[src/rtl/instr_loader_if.sv]
// Byte-stream and instruction-memory write bus shared by the program
// source (master) and the instruction loader (slave).
interface instr_loader_if #(
  parameter int ADDR_W = 6
);
  // Program byte stream, little-endian within each 32-bit word
  logic              byte_valid;
  logic [7:0]        byte_data;
  logic              byte_ready;

  // Word write port into the instruction memory
  logic              wr_en;
  logic [ADDR_W-1:0] wr_addr;
  logic [31:0]       wr_data;

  // Source side: supplies bytes and observes the memory writes
  modport master (
    output byte_valid,
    output byte_data,
    input  byte_ready,
    input  wr_en,
    input  wr_addr,
    input  wr_data
  );

  // Loader side: consumes bytes and drives the memory writes
  modport slave (
    input  byte_valid,
    input  byte_data,
    output byte_ready,
    output wr_en,
    output wr_addr,
    output wr_data
  );
endinterface

[src/rtl/instr_loader.sv]
// Instruction loader: assembles a little-endian byte stream into 32-bit
// words and writes them to consecutive instruction-memory addresses while
// holding the core. A load may be aborted; an oversized word_count raises
// a sticky error and is refused.
module instr_loader #(
  parameter int MEM_WORDS = 64,
  parameter int ADDR_W    = 6
) (
  input  logic              clk,
  input  logic              rst_n,
  input  logic              i_start,
  input  logic [ADDR_W:0]   i_word_count,
  input  logic              i_abort,
  output logic              o_core_hold,
  output logic              o_done,
  output logic              o_err,
  instr_loader_if.slave     bus
);

  typedef enum logic [1:0] {
    S_IDLE  = 2'd0,
    S_RECV  = 2'd1,
    S_WRITE = 2'd2,
    S_DONE  = 2'd3
  } state_t;

  localparam logic [ADDR_W:0] LP_MAX_WORDS = (ADDR_W+1)'(MEM_WORDS);

  state_t            r_state;
  state_t            w_state_nxt;
  logic [ADDR_W-1:0] r_word_idx;
  logic [1:0]        r_byte_idx;
  logic [ADDR_W:0]   r_count;
  logic [31:0]       r_word;
  logic              r_err;

  logic              w_xfer;
  logic              w_cnt_zero;
  logic              w_cnt_over;
  logic [ADDR_W:0]   w_word_nxt;
  logic              w_last;

  // Drop one byte into its lane of the word being assembled.
  function automatic logic [31:0] f_insert_lane(input logic [31:0] word,
                                                input logic [1:0]  lane,
                                                input logic [7:0]  b);
    logic [31:0] res;
    res = word;
    case (lane)
      2'd0:    res[7:0]   = b;
      2'd1:    res[15:8]  = b;
      2'd2:    res[23:16] = b;
      default: res[31:24] = b;
    endcase
    return res;
  endfunction

  // byte_ready is a pure state decode, so a transfer needs only byte_valid
  // on top of being in RECV.
  assign w_xfer     = (r_state == S_RECV) && bus.byte_valid;
  assign w_cnt_zero = (i_word_count == '0);
  assign w_cnt_over = (i_word_count > LP_MAX_WORDS);
  assign w_word_nxt = {1'b0, r_word_idx} + (ADDR_W+1)'(1);
  assign w_last     = (w_word_nxt == r_count);

  // State register; reset forces IDLE immediately.
  always_ff @(posedge clk or negedge rst_n) begin
    if (!rst_n) begin
      r_state <= S_IDLE;
    end else begin
      r_state <= w_state_nxt;
    end
  end

  // Next-state decode; abort outranks a simultaneous byte transfer.
  always_comb begin
    w_state_nxt = r_state;
    case (r_state)
      S_IDLE: begin
        if (i_start) begin
          if (w_cnt_zero) begin
            w_state_nxt = S_DONE;
          end else if (!w_cnt_over) begin
            w_state_nxt = S_RECV;
          end
        end
      end
      S_RECV: begin
        if (i_abort) begin
          w_state_nxt = S_IDLE;
        end else if (w_xfer && (r_byte_idx == 2'd3)) begin
          w_state_nxt = S_WRITE;
        end
      end
      S_WRITE: begin
        if (i_abort) begin
          w_state_nxt = S_IDLE;
        end else if (w_last) begin
          w_state_nxt = S_DONE;
        end else begin
          w_state_nxt = S_RECV;
        end
      end
      default: begin
        w_state_nxt = S_IDLE;
      end
    endcase
  end

  // Output decode from state; abort may only suppress the write strobe.
  always_comb begin
    bus.byte_ready = 1'b0;
    bus.wr_en      = 1'b0;
    o_core_hold    = 1'b0;
    o_done         = 1'b0;
    case (r_state)
      S_RECV: begin
        bus.byte_ready = 1'b1;
        o_core_hold    = 1'b1;
      end
      S_WRITE: begin
        bus.wr_en   = !i_abort;
        o_core_hold = 1'b1;
      end
      S_DONE: begin
        o_done      = 1'b1;
        o_core_hold = 1'b1;
      end
      default: begin
        o_core_hold = 1'b0;
      end
    endcase
  end

  // Word/byte indices, latched count and word assembly; a legal start
  // rewinds to address 0 and an abort throws away the partial word.
  always_ff @(posedge clk or negedge rst_n) begin
    if (!rst_n) begin
      r_word_idx <= '0;
      r_byte_idx <= '0;
      r_count    <= '0;
      r_word     <= '0;
    end else begin
      case (r_state)
        S_IDLE: begin
          if (i_start && !w_cnt_over) begin
            r_word_idx <= '0;
            r_byte_idx <= '0;
            r_count    <= i_word_count;
          end
        end
        S_RECV: begin
          if (i_abort) begin
            r_byte_idx <= '0;
            r_word     <= '0;
          end else if (w_xfer) begin
            r_word     <= f_insert_lane(r_word, r_byte_idx, bus.byte_data);
            r_byte_idx <= r_byte_idx + 2'd1;
          end
        end
        S_WRITE: begin
          if (i_abort) begin
            r_byte_idx <= '0;
            r_word     <= '0;
          end else if (!w_last) begin
            r_word_idx <= w_word_nxt[ADDR_W-1:0];
          end
        end
        default: begin
          r_byte_idx <= r_byte_idx;
        end
      endcase
    end
  end

  // Sticky error: set by an oversized request, cleared by the next legal one.
  always_ff @(posedge clk or negedge rst_n) begin
    if (!rst_n) begin
      r_err <= 1'b0;
    end else if ((r_state == S_IDLE) && i_start) begin
      r_err <= w_cnt_over;
    end
  end

  assign bus.wr_addr = r_word_idx;
  assign bus.wr_data = r_word;
  assign o_err       = r_err;

endmodule

[src/flat_wrapper.sv]
// flat-port wrapper written by rule: the top's interface ports become plain ports
module instr_loader_flat 
#(
  parameter int MEM_WORDS = 64,
  parameter int ADDR_W    = 6
)
  (clk, rst_n, i_start, i_word_count, i_abort, o_core_hold, o_done, o_err, bus_byte_valid, bus_byte_data, bus_byte_ready, bus_wr_en, bus_wr_addr, bus_wr_data);
  instr_loader_if #(.ADDR_W(ADDR_W)) bus_i ();
  input  logic clk;
  input  logic rst_n;
  input  logic i_start;
  input  logic [ADDR_W:0] i_word_count;
  input  logic i_abort;
  output logic o_core_hold;
  output logic o_done;
  output logic o_err;
  input wire logic [$bits(bus_i.byte_valid)-1:0] bus_byte_valid;
  input wire logic [$bits(bus_i.byte_data)-1:0] bus_byte_data;
  output wire logic [$bits(bus_i.byte_ready)-1:0] bus_byte_ready;
  output wire logic [$bits(bus_i.wr_en)-1:0] bus_wr_en;
  output wire logic [$bits(bus_i.wr_addr)-1:0] bus_wr_addr;
  output wire logic [$bits(bus_i.wr_data)-1:0] bus_wr_data;
  assign bus_i.byte_valid = bus_byte_valid;
  assign bus_i.byte_data = bus_byte_data;
  assign bus_byte_ready = bus_i.byte_ready;
  assign bus_wr_en = bus_i.wr_en;
  assign bus_wr_addr = bus_i.wr_addr;
  assign bus_wr_data = bus_i.wr_data;
  instr_loader #(.MEM_WORDS(MEM_WORDS), .ADDR_W(ADDR_W)) u_core (.clk(clk), .rst_n(rst_n), .i_start(i_start), .i_word_count(i_word_count), .i_abort(i_abort), .o_core_hold(o_core_hold), .o_done(o_done), .o_err(o_err), .bus(bus_i));
endmodule
[config.mk]
export PLATFORM = sky130hd
export DESIGN_NAME = instr_loader_flat
export DESIGN_NICKNAME = d
export VERILOG_FILES = /design/src/rtl/instr_loader_if.sv /design/src/rtl/instr_loader.sv /design/src/flat_wrapper.sv
export SDC_FILE = /design/constraint.sdc
export NUM_CORES = 1
export LEC_CHECK = 0
export CORE_ASPECT_RATIO = 2
export CORE_MARGIN = 2
export CORE_UTILIZATION = 49
export DETAILED_ROUTE_END_ITERATION = 6
export HOLD_SLACK_MARGIN = 0.03
export PLACE_DENSITY_LB_ADDON = 0.3
export SLEW_MARGIN = 20
export SYNTH_ARGS = -nofsm -noshare
export SYNTH_HDL_FRONTEND = slang
export SYNTH_SLANG_ARGS = --single-unit
[constraint.sdc]
create_clock -name clk -period 2.95 [get_ports clk]
set_clock_uncertainty 0.2 [all_clocks]
set_input_delay 0.295 -clock clk [delete_from_list [all_inputs] [get_ports clk]]
set_output_delay 0.295 -clock clk [all_outputs]
set_load 0.01 [all_outputs]
Word-level counts from Yosys, hierarchy flattened
Index checks and enable logic that the tools add are counted.
- add/sub/neg operators: 2
- multiply operators: 0
- div/mod/pow operators: 0
- magnitude comparators: 1
- eq/ne operators: 19
- shift-type cells: 0
- multiplexer cells: 29
- bitwise operators: 0
- reduce and logical (&&, ||, !) cells: 22
- operators by type and width (cell ; number):
    two-way mux 32 bit ; 3
    one-hot mux 32 bit (2 select lines) ; 1
    two-way mux 8 bit ; 4
    AND reduction 4 bit ; 6
    two-way mux 2 bit ; 11
    two-way mux 6 bit ; 3
    != test 3 bit, second input constant ; 5
    one-hot mux 2 bit (3 select lines) ; 2
    one-hot mux 6 bit (2 select lines) ; 1
    equality test 2 bit, second input constant ; 4
    != test 2 bit, second input constant ; 4
    adder 6 x 1 -> 7 bit, second input constant ; 1
    equality test 7 bit ; 1
    > comparator 7 bit, second input constant ; 1
    zero test 7 bit ; 1
    != test 3 x 2 -> 1 bit, second input constant ; 2
    OR reduction 3 bit ; 2
    equality test 2 x 1 -> 1 bit, second input constant ; 2
    logical AND 1 bit ; 4
    zero test 2 bit ; 2
    two-way mux 1 bit ; 4
    nonzero test 2 bit ; 2
    AND reduction 3 bit ; 1
    nonzero test 3 bit ; 1
    other kinds (4) ; 5
- register bits after elaboration: 50
- bits in latches: 0
- bits in writable memories: 0
- memory bits (read-only): 0
- input port bits: 20
- logic and storage cells: 82
- memories: 0

Depth between registers and ports, before layout
Gate-level depths: netlist of run 1.
- word-level depth: 6
- mapped depth: 8
- depth with buffers taken out: 7

Least setup slack after synthesis of run 1
No wires, ideal clock.
- path kind: register to register
- from: register u_core.r_word_idx[0] (netlist: u_core.bus.wr_addr[0])
- to: register u_core.r_word_idx[5] (netlist: u_core.bus.wr_addr[5])
- setup time: 0.142 ns
- data arrival time: 1.761 ns
- slack: 0.847 ns
- cell stages (with the launch flop): 7
- path buffers: 0
- cell sequence: dfrtp_1 -> ha_1 -> xnor2_1 -> o311a_1 -> nand4_2 -> o311ai_0 -> o211ai_1
- cells in the longest elaborated chain, start to end: 4
- elaborated cells on any way between the ends: 7
- those cells by class: 1 x add/sub; 2 x eq/ne; 3 x mux; 1 x reduce/logical
- ends and longest elaborated chain (item ; RTL line ; source):
    start: declaration ; instr_loader.sv:31 ; logic [ADDR_W-1:0] r_word_idx;
    start signal: assignment ; instr_loader.sv:166 ; r_word_idx <= w_word_nxt[ADDR_W-1:0];
    adder 6 x 1 -> 7 bit * ; instr_loader.sv:63 ; assign w_word_nxt = {1'b0, r_word_idx} + (ADDR_W+1)'(1);
    equality test 7 bit / two-way mux 6 bit (equally long branches) ; instr_loader.sv:64, instr_loader.sv:165 ;
    != test 2 bit (no source line) / two-way mux 6 bit (equally long branches) ; n/a ;
    AND reduction 4 bit (no source line) / one-hot mux 6 bit (2 select lines) (equally long branches) ; n/a ;
Every way passes the cells marked *; elsewhere a longest branch is shown, timed or not. The select of a mux whose other input is x is not followed.
A chain may end at the register's enable or synchronous reset.

Worst setup path after layout of run 1
- from: register u_core.r_state[0]
- to: output bus_wr_en
- cells in the longest elaborated chain, start to end: 2
- ends and longest elaborated chain (item ; RTL line ; source):
    start: declaration ; instr_loader.sv:29 ; state_t r_state;
    start signal: assignment ; instr_loader.sv:71 ; r_state <= w_state_nxt;
    equality test 2 bit ; instr_loader.sv:116 ; case (r_state)
    two-way mux 1 bit ; instr_loader.sv:116 ;
    end: declaration ; flat_wrapper.sv:20 ; output wire logic [$bits(bus_i.wr_en)-1:0] bus_wr_en;
Every way passes these cells.

==> results of run 1 <==
==> flip-flops by register name, summed over array words and instances (netlist names) <==
signal	cells
u_core.r_count	7
u_core.r_state	2
u_core.bus.wr_addr	6
u_core.o_err	1
u_core.bus.wr_data	32
u_core.r_byte_idx	2
==> repair_timing <==
item,4_1_cts,5_1_grt
gates resized for setup,0,0
endpoints found under the hold margin,30,0
hold buffers,1,0
==> power groups by stage <==
stage / logic (mW) / clock network (mW) / registers (mW)
floorplan: 0.822 / 0 / 1.21
global placement: 1.49 / 0 / 1.17
detailed placement: 1.55 / 0 / 1.18
CTS: 1.56 / 0.400 / 1.17
global route: 1.70 / 0.427 / 1.20
finish: 1.55 / 0.388 / 1.17
==> worst max-delay path: cells and delay by family, from the launching register on <==
| kind | cells | cell delay, ps |
|---|---|---|
| buffers and inverters | 2 | 710 |
| and+or+nand+nor | 1 | 250 |
| DFF | 1 | 420 |
| adders and majority gates | 1 | 510 |
==> kinds of logic after synthesis <==
kind of cell | Yosys count
adder cells (fa/ha/maj) | 11
flip-flops | 50
buffers and inverters | 18
AO/OA/AOI/OAI | 75
multiplexers | 8
AND/OR/NAND/NOR | 93
XOR/XNOR | 7
==> synthesized netlist by cell type (all sizes together) (2+ instances only) <==
library cell and number:
o21ai 43, xor2 5, nand2b 3, and2 3, buf 3, o211ai 6
clkbuf 6, nor2b 3, nor2 10, nand2 53, dfrtp 50, and3 3
or3 3, o311ai 2, o311a 2, mux2i 3, xnor2 2, o2111ai 2
nor4 5, a21o 3, nand3 3, nor3 2, ha 11, inv 9
mux2 5, a21oi 9
==> metrics by stage <==
step	utilization [%]	total power, mW	hold slack, ps	setup slack, ps	instances
detailed placement	63.0	2.73	270	452	374
global placement	63.0	2.66	261	635	374
global route	64.9	3.33	315	135	382
finish	64.9	3.11	290	259	382
CTS	64.8	3.12	292	281	382
floorplan	-	2.03	-201	847	262
==> routing by layer <==
metal	track usage [%]	vias up	share of wire [%]	wire length [um]
li1	-	1037	-	-
met1	31.7	1020	43	2610
met2	33.0	77	50	2980
met3	4.82	8	5.9	352
met4	6.43	0	1.3	76
met5	0	-	0	0
==> cell type report <==
class                           count  area [um^2]
Timing Repair Buffer               64          636
Multi-Input combinational cell    194         1200
Tap cell                           58         72.6
Inverter                            9         33.8
Sequential cell                    50         1250
Clock inverter                      2         15.0
Clock buffer                        5         68.8
Fill cell                         414         1770
==> worst paths after layout <==
kind | cells past startpoint | slack [ps] | to | from
setup / recovery | 4 | 260 | bus_wr_en | u_core.r_state[0]
hold / removal | 2 | 290 | u_core.bus.wr_data[2] | u_core.bus.wr_data[2]
setup reg to reg | 6 | 410 | u_core.bus.wr_data[18] | u_core.r_state[0]
hold reg to reg | 2 | 290 | u_core.bus.wr_data[2] | u_core.bus.wr_data[2]
max in group asynchronous | 2 | 1780 | u_core.bus.wr_data[13] | rst_n
min in group asynchronous | 2 | 340 | u_core.bus.wr_addr[4] | rst_n
==> flow_metrics.py, run 1 <==
metrics = {
    "synth": {
        "syn_nets": 293,
        "synth-seq-cells": 50,
        "yosys_most_used_dff": "dfrtp_1",
        "async_flop_share_pct": 100,
        "yosysSeqAreaShare_pct": 49.4,
        "yosys.area.top_type_share_pct": 49.4,
        "synth_compound_area_share_pct": 18.4,
        "synth_edf_count": 0,
        "synth_area_leaders": "dfrtp_1 (49%), nand2_1 (7.9%), o21ai_0 (7.5%)",
        "synthMuxAreaShare_pct": 3.41,
        "yosys.area_share.adder_pct": 5.43,
        "synth_top_family_by_area": "compound AO/OA/AOI/OAI gates",
        "synth-simple-area-share_pct": 17.3,
        "syn_inst": 262,
        "netlist_area_mm2": 0.00253,
        "synth_xor_area_share_pct": 2.72,
        "ys_types": 46,
        "yosysWarnings": 0,
        "avgSynthCellArea_um2": 9.67,
        "yosysTopAreaCell": "dfrtp_1",
    },
    "final_layout": {
        "layout-drive-gt1-share_pct": 6.79,
        "layout_commonest_cell": "clkdlybuf4s50_1",
        "fin_area_mm2": 0.00327,
        "final_cell_mix": "clkdlybuf4s50_1 (61), nand2_1 (53), dfrtp_1 (50)",
        "antenna_cells": 0,
        "synthToLayoutAreaGrowth_pct": 29.3,
        "nets": 355,
    },
    "worst_setup_path": {
        "path_cells": "inv_1 -> ha_1 -> and2b_1 -> clkdlybuf4s50_1",
        "crit_required_ps": 2460,
        "slowest_stage": "clkdlybuf4s50_1",
        "crit_path_end_kind": "primary output",
        "arrival_ps": 2200,
        "max_stage_delay_ps": 570,
        "worstSetupPathType": "reg -> out",
        "start_kind": "register",
        "critPathMaxFanout": 16,
    },
    "floorplan": {
        "core_mm2": 0.00505,
        "dieArea_mm2": 0.00579,
        "start_util_pct": 50.2,
        "die_y_um": 106,
        "rows": 37,
        "ios": 63,
        "fp.dieW_um": 54.8,
    },
    "placement": {
        "io_buffers": 62,
        "hpwl_um": 4430,
        "dpl-instance-area_mm2": 0.00318,
        "gp_congestion": 0.978,
    },
    "grt": {
        "grtUsageTotal_pct": 22.1,
        "grt-ovfl-total": 0,
        "grt_pass1_vias": 1982,
        "grt_max_degree": 51,
        "grt_antenna_before_repair": 0,
        "grt_pass1_wl_um": 9610,
    },
    "clock_tree": {
        "insertion_delay_ps": 300,
        "numCtsBuffers": 5,
        "clk_pin_slew_ps": 100,
        "cts_tree": "yes",
        "clock-sinks": 50,
        "cts_setup_buffers": 0,
        "clock_path_buffers": 2,
        "clockRootBuffer": "clkbuf_8",
        "cts_max_level": 2,
    },
    "drt": {
        "first_pass_iters": 4,
        "drt_iter0_drc": 60,
        "route.detailed.drc": 0,
        "vias": 2142,
        "ant_nets": 0,
        "wirelength_um": 6020,
        "routed_via_density": 5.61,
        "drt-wirelength-per-cell_um": 15.7,
    },
    "power_and_ir_drop": {
        "p_leak_nw": 1.41,
        "powerDensity_mw_per_mm2": 950,
        "p_switching_mw": 1.27,
        "pwr-share-seq_pct": 37.6,
        "ir_drop_v": 0.000638,
        "p_sw_share_pct": 40.7,
        "combPwrFrac_pct": 49.9,
        "p_clk_share_pct": 12.5,
        "p_int_mw": 1.85,
    },
    "sta": {
        "drv_slew": 0,
        "rsz0062_at_grt": "false",
        "setup_viol_count_final": 0,
        "finalHoldViolCount": 0,
        "layout_min_cycle_time_ps": 2690,
        "fin_setup_tns_ps": 0,
        "timing.fmax_ghz": 0.372,
        "relSlewSlack_pct": 33.1,
        "period_share_pct": 91.2,
        "worst_slew_pin_slew_ps": 997,
    },
    "status": {
        "status": "finished clean",
    },
    "run": {
        "cap_viol_max_count": 0,
    },
    "min_path": {
        "min_path_type": "reg -> reg",
    },
}
No activity file was read; power rests on OpenSTA's default activity.
==> inputs of run 2 (changes only) <==
Settings changed: CORE_MARGIN 2 to unset.
==> flow_metrics.py, run 2 (synthesis gave the netlist of run 1 again) <==
metrics = {
    "status": {
        "status": "finished clean",
    },
    "grt": {
        "grt_max_degree": 36,
        "grt_antenna_before_repair": 0,
        "grt_pass1_vias": 2245,
        "grt_pass1_wl_um": 10400,
        "grtUsageTotal_pct": 25.9,
        "grt-ovfl-total": 0,
    },
    "clock_tree": {
        "numCtsBuffers": 5,
        "clock_path_buffers": 2,
        "cts_resized": 0,
        "clockRootBuffer": "clkbuf_8",
        "cts_setup_buffers": 0,
        "cts_tree": "yes",
        "cts_max_level": 2,
        "insertion_delay_ps": 300,
        "clk_pin_slew_ps": 90,
        "clock-sinks": 50,
    },
    "placement": {
        "gp_congestion": 0.890,
        "hpwl_um": 5040,
        "io_buffers": 62,
        "dp.cells": 379,
        "dpl-instance-area_mm2": 0.00322,
    },
    "floorplan": {
        "die_y_um": 104,
        "core_mm2": 0.00491,
        "start_util_pct": 51.6,
        "fp.dieW_um": 52.8,
        "ios": 63,
        "dieArea_mm2": 0.00548,
        "rows": 36,
    },
    "drt": {
        "routed_via_density": 5.72,
        "ant_nets": 0,
        "first_pass_iters": 4,
        "met1_length_um": 2410,
        "wl_met2_um": 3640,
        "drt-wirelength-per-cell_um": 16.9,
        "route.detailed.drc": 0,
        "wirelength_um": 6550,
        "drt_iter0_drc": 43,
        "vias": 2220,
        "wl_met3_um": 247,
        "topRoutingLayerUsed": "met4",
    },
    "final_layout": {
        "nets": 361,
        "final_cell_mix": "clkdlybuf4s50_1 (61), nand2_1 (53), dfrtp_1 (50)",
        "fin_area_mm2": 0.00334,
        "synthToLayoutAreaGrowth_pct": 32.0,
        "fillers": 396,
        "stdcell_count": 388,
        "antenna_cells": 0,
        "layout-drive-gt1-share_pct": 8.46,
        "layout_commonest_cell": "clkdlybuf4s50_1",
        "largest_register_ffs": 32,
    },
    "sta": {
        "timing.fmax_ghz": 0.373,
        "drv_slew": 0,
        "rsz0062_at_grt": "false",
        "layout_min_cycle_time_ps": 2680,
        "fin_setup_tns_ps": 0,
        "worst_slew_pin_slew_ps": 934,
        "period_share_pct": 90.8,
        "finalHoldViolCount": 0,
        "relSlewSlack_pct": 37.3,
        "setup_viol_count_final": 0,
    },
    "power_and_ir_drop": {
        "ir_drop_v": 0.000714,
        "totalPowerFinal_mw": 3.26,
        "powerDensity_mw_per_mm2": 977,
        "p_leak_nw": 1.45,
    },
    "worst_setup_path": {
        "crit_path_end_kind": "primary output",
        "path_cells": "inv_1 -> ha_1 -> and2b_1 -> clkdlybuf4s50_1",
        "arrival_ps": 2180,
        "r2r_end": "u_core.bus.wr_data[8]",
        "crit_buf_inv": 2,
        "critPathMaxFanout": 16,
        "crit_family": "buffers and inverters",
        "slowest_stage": "clkdlybuf4s50_1",
        "rr_worst_depth": 6,
        "crit_required_ps": 2460,
        "worstSetupPathType": "reg -> out",
        "max_stage_delay_ps": 560,
        "start_kind": "register",
        "r2r_slack_ps": 420,
        "reg2reg_from": "u_core.r_state[0]",
    },
    "min_path": {
        "min_path_type": "reg -> reg",
        "hold_path_depth": 2,
        "hold_end": "u_core.bus.wr_data[3]",
        "min_from": "u_core.bus.wr_data[3]",
    },
    "run": {
        "cap_viol_max_count": 0,
    },
}
run 2: tightest hold or removal path, delay by kind of cell, from the launching register on:
| kind | cells | cell delay, ps |
|---|---|---|
| and+or+nand+nor | 1 | 40 |
| AOI/OAI and AO/OA | 1 | 60 |
| DFF | 1 | 350 |
run 2: where the power goes:
part	internal, mW	switching [mW]	total (mW)
logic	0.764	0.861	1.63
registers	0.944	0.212	1.16
clock network	0.253	0.229	0.482
run 2: cell type report:
type,instances,area [um^2],share of cell area (%)
inverter,9,33.8,1.01
sequential,50,1250,37.4
clock buffer,6,72.6,2.17
timing repair buffer,70,678,20.3
multi-input combinational,194,1200,35.8
clock inverter,2,37.5,1.12
tap,57,71.3,2.13
run 2: stage by stage:
step	hold slack, ps	setup slack [ps]	util (%)
6_report	285	270	68.1
3_5_place_dp	220	445	65.6
4_1_cts	292	272	68.1
5_1_grt	308	150	68.1
3_3_place_gp	215	539	65.6
2_1_floorplan	-201	847	-
run 2: per-layer routing:
metal	vias to the layer above	global-route usage, %
li1	1054	-
met1	1079	26.5
met2	69	47.2
met4	0	13.3
met5	-	0
met3	18	3.82
run 2: what timing repair did:
action,CTS,global route
hold endpoints to repair,33,0
setup endpoints to repair,0,0
hold buffers,1,0
run 2: worst max-delay path by stage:
stage	end	cells after the start	slack, ps	start
floorplan	u_core.bus.wr_addr[5]	6	850	u_core.bus.wr_addr[0]
global placement	u_core.bus.wr_addr[2]	7	540	u_core.r_state[0]
detailed placement	u_core.bus.wr_data[8]	6	440	u_core.r_state[0]
CTS	bus_wr_en	4	270	u_core.r_state[0]
global route	u_core.bus.wr_data[8]	6	150	u_core.r_state[0]
finish	bus_wr_en	4	270	u_core.r_state[0]
